**config.mk**
```make
export PLATFORM = sky130hd
export DESIGN_NAME = bcd_to_bin_seq
export DESIGN_NICKNAME = d
export VERILOG_FILES = /design/src/rtl/bcd_to_bin_seq.sv
export SDC_FILE = /design/constraint.sdc
export NUM_CORES = 1
export LEC_CHECK = 0
export CAP_MARGIN = 20
export CORE_MARGIN = 2
export CORE_UTILIZATION = 55
export DETAILED_ROUTE_END_ITERATION = 10
export PLACE_DENSITY = 0.82
export REMOVE_ABC_BUFFERS = 1
export SLEW_MARGIN = 20
export SYNTH_ARGS = -nofsm -noshare
export SYNTH_HDL_FRONTEND = slang
export SYNTH_SLANG_ARGS = --single-unit
```
**constraint.sdc**
```tcl
create_clock -name clk -period 2.15 [get_ports clk]
set_clock_uncertainty 0.15 [all_clocks]
set_input_delay 0.5375 -clock clk [delete_from_list [all_inputs] [get_ports clk]]
set_output_delay 0.5375 -clock clk [all_outputs]
set_load 0.02 [all_outputs]
```
**src/rtl/bcd_to_bin_seq.sv**
```systemverilog
// Sequential BCD-to-binary converter (reverse double-dabble, one shift/clk).
// Optional digit validity check: define BCD_TO_BIN_CHECK_EN.
module bcd_to_bin_seq #(
  parameter int DIGITS = 2,
  parameter int BIN_W  = 7
) (
  input  logic                  clk,
  input  logic                  rst,
  input  logic                  start,
  input  logic [4*DIGITS-1:0]   bcd,
  output logic                  busy,
  output logic                  done,
  output logic [BIN_W-1:0]      bin,
  output logic                  err
);

  localparam int CW = $clog2(BIN_W + 1);

  typedef enum logic [1:0] {
    IDLE,
    SHIFT,
    DONE
  } state_t;

  state_t              state, state_nx;
  logic [4*DIGITS-1:0] dig_q, dig_sh, dig_adj;
  logic [BIN_W-1:0]    bin_q, bin_sh, bin_r;
  logic [CW-1:0]       cnt_q;
  logic                err_r;
  logic                bad;
  logic                last;

  // Shift {digits, binary} right by one, then pull each digit >= 8 down by 3
  always_comb begin
    dig_sh  = dig_q >> 1;
    bin_sh  = {dig_q[0], bin_q[BIN_W-1:1]};
    dig_adj = dig_sh;
    for (int i = 0; i < DIGITS; i++) begin
      if (dig_sh[4*i+3])
        dig_adj[4*i+:4] = dig_sh[4*i+:4] - 4'd3;
    end
  end

`ifdef BCD_TO_BIN_CHECK_EN
  always_comb begin
    bad = 1'b0;
    for (int i = 0; i < DIGITS; i++) begin
      if (bcd[4*i+:4] > 4'd9)
        bad = 1'b1;
    end
  end
`else
  assign bad = 1'b0;
`endif

  assign last = (cnt_q == CW'(1));

  always_comb begin
    state_nx = state;
    unique case (state)
      IDLE:  if (start) state_nx = bad ? DONE : SHIFT;
      SHIFT: if (last)  state_nx = DONE;
      DONE:  state_nx = IDLE;
      default: state_nx = IDLE;
    endcase
  end

  always_ff @(posedge clk or posedge rst) begin
    if (rst) begin
      state <= IDLE;
      dig_q <= '0;
      bin_q <= '0;
      cnt_q <= '0;
      bin_r <= '0;
      err_r <= 1'b0;
    end else begin
      state <= state_nx;
      unique case (state)
        IDLE: begin
          if (start) begin
            dig_q <= bcd;
            bin_q <= '0;
            cnt_q <= CW'(BIN_W);
            if (bad) begin
              bin_r <= '0;
              err_r <= 1'b1;
            end
          end
        end
        SHIFT: begin
          dig_q <= dig_adj;
          bin_q <= bin_sh;
          cnt_q <= cnt_q - 1'b1;
          // Result is published on the edge entering DONE
          if (last) begin
            bin_r <= bin_sh;
            err_r <= 1'b0;
          end
        end
        default: ;
      endcase
    end
  end

  assign busy = (state == SHIFT);
  assign done = (state == DONE);
  assign bin  = bin_r;
  assign err  = err_r;

endmodule

```
==> results of run 1 <==
==> per-layer routing <==
layer	routed length (um)	GRT usage, %	vias up
met5	0	0	-
met1	1090	27.6	392
met4	35	8.11	0
met2	1090	32.9	16
li1	-	-	390
met3	53	3.51	4
==> power by group through the flow <==
stage	sequential (mW)	clock [mW]	combinational (mW)
3_3_place_gp	0.845	0	0.847
3_5_place_dp	0.863	0	0.875
4_1_cts	0.850	0.339	0.875
2_1_floorplan	0.907	0	0.492
5_1_grt	0.881	0.360	0.954
6_report	0.848	0.333	0.876
==> per-stage QoR <==
step | power [mW] | instance area (sq um) | setup slack (ps)
6_report | 2.06 | 1480 | 134
2_1_floorplan | 1.40 | 1160 | 488
3_5_place_dp | 1.74 | 1430 | 202
5_1_grt | 2.20 | 1480 | 74.3
3_3_place_gp | 1.69 | 1430 | 276
4_1_cts | 2.06 | 1480 | 103
==> sequential cells by signal, indices dropped and copies added, names as in the netlist <==
signal,flops
bin_q,6
state,2
dig_q,8
cnt_q,3
bin,7
==> cells in the final DEF (no fill, tap or decap), drive strengths merged, types with 3 or more instances in the layout <==
cell / instances
nand2: 6
clkdlybuf4s50: 17
o21ai: 8
mux2: 7
dfrtp: 26
a22oi: 4
nor2b: 3
clkbuf: 3
a22o: 6
inv: 7
buf: 6
and2: 3
a31oi: 4
ha: 3
==> worst max path at each step <==
stage	slack (ps)	to	startpoint	cells past startpoint
finish	130	bin[2]	bin[2]	1
global route	70	bin[2]	bin[2]	1
CTS	100	bin[2]	bin[2]	1
detailed placement	200	dig_q[0]	start	4
global placement	280	busy	state[1]	3
floorplan	490	bin[0]	state[0]	4
==> cell families after synthesis <==
| logic type | count (synthesis) | share of synthesized area, % |
|---|---|---|
| fa+ha+maj | 3 | 3.10 |
| buf+inv | 14 | 6.20 |
| compound gates | 27 | 16.1 |
| mux | 8 | 9.51 |
| other cells | 1 | 0.310 |
| xor+xnor | 2 | 1.45 |
| simple gates | 18 | 9.51 |
| flops | 26 | 53.8 |
==> final cells by class <==
class	count	area (sq um)	area share, %
Multi-Input combinational cell	59	484	32.7
Sequential cell	26	651	44.0
Clock inverter	1	30.0	2.03
Inverter	7	26.3	1.78
Tap cell	27	33.8	2.28
Timing Repair Buffer	25	233	15.7
Clock buffer	3	22.5	1.52
==> results.json, run 1 <==
{
  "status": "finished clean",
  "critical_path_class": "flip-flop to output pin",
  "seqPwrFrac_pct": 41.2,
  "syn_area_sq_um": 1210,
  "p_leak_nw": 0.676,
  "cts_root_buf": "clkbuf_4",
  "min_to": "dig_q[5]",
  "r2r_slack_ps": 470,
  "start_util_pct": 59.8,
  "area_delta_synth_final_pct": 22.3,
  "worstReg2RegEnd": "bin[6]",
  "fin_crit_ps": 2020,
  "comb_power_share_pct": 42.6,
  "clkPwrFrac_pct": 16.2,
  "syn_avg_cell_area_sq_um": 12.2,
  "yosysWarnings": 0,
  "drive_gt1_share_pct": 17.4,
  "drt-initial-drc-count": 15,
  "grt_pass1_vias": 864,
  "holdPathStages": 2,
  "totalWireLength_um": 2270,
  "ys_seq_area_share_pct": 53.8,
  "chipWidth_um": 50.9,
  "gp_congestion": 0.831,
  "yosys-top-cells-area": "dfrtp_1 54%, mux2_4 8.7%, a22o_1 4.3%",
  "crit_slowest_cell": "clkdlybuf4s50_1",
  "drv_slew": 0,
  "ant_nets": 0,
  "async_flop_share_pct": 100,
  "fmax_mhz": 496,
  "synth_top_cell_by_area": "dfrtp_1",
  "cp_top_family": "buffers and inverters",
  "p_int_mw": 1.34,
  "pwr_density_cell_nw_per_um2": 1390,
  "dp_hpwl_um": 1620,
  "finish.net_count": 136,
  "r2r-start": "state[1]",
  "start_kind": "flip-flop",
  "fp.dieArea_sq_um": 2590,
  "post_cts_buffers": 0,
  "yosysMostFrequentCell": "dfrtp_1",
  "io_pins": 21,
  "synth_cells": 99,
  "diodes": 0,
  "cts_tree": "built",
  "clk_latency_ps": 320,
  "htreeDepth": 1,
  "grt_start_max_net_pins": 27,
  "critical_path_buf_inv_count": 1,
  "drc": 0,
  "grt_pass1_wl_um": 3930,
  "min_from": "dig_q[5]",
  "power_switching_mw": 0.711,
  "synth-main-ff-cell": "dfrtp_1",
  "hold_class": "flip-flop to flip-flop",
  "slowest_delay_ps": 620,
  "cap_violations": 0,
  "clkSlewWorstSetupHoldPaths_ps": 140,
  "fin_setup_tns_ps": 0,
  "yosys_register_bits": 26,
  "synth_edf_count": 0,
  "crit_chain": "clkdlybuf4s50_1",
  "synth_common_cells": "26 x dfrtp_1, 8 x o21ai_0, 7 x mux2_4",
  "synth.distinct_cells": 29,
  "die_y_um": 50.9,
  "stdcell_count": 148,
  "routedWlPerCell_um": 15.3,
  "ir_drop_mv": 0.803,
  "utilization_pct": 73.2,
  "cts_resized": 2,
  "cts_made_buffers": 3,
  "cp_max_fo": 2,
  "viasPerCell": 5.42,
  "drtPass1Iterations": 4,
  "hold_slack_ps": 353,
  "overflow": 0,
  "r2r_cells": 5,
  "rsz0062_at_grt": "no",
  "setup_violations": 0,
  "cts_buffer_depth": 2,
  "num-fill-cells": 136,
  "crit_arrival_ps": 1330,
  "placementRows": 16,
  "track_usage_pct": 20.5,
  "cp.required_ps": 1460,
  "io_buffers": 19,
  "dr_total_vias": 802,
  "fp.coreArea_sq_um": 2020,
  "grt_antenna_before_repair": 0,
  "finalCritPeriodShare_pct": 93.8,
  "dp_cells": 144,
  "p_sw_share_pct": 34.6,
  "crit_path_end_kind": "output pin",
  "synth_top_area_share_pct": 53.8,
  "cts_hold_buf": 0,
  "finalHoldViolations": 0,
  "clock_sinks": 26
}
(Power assumes the default switching activity.)
==> run 2, diff against run 1 <==
- CAP_MARGIN: 20 -> 25
- GPL_ROUTABILITY_DRIVEN: not set -> 0
==> results of run 2 <==
Final layout, timing and power as in run 1 (identical DEF).
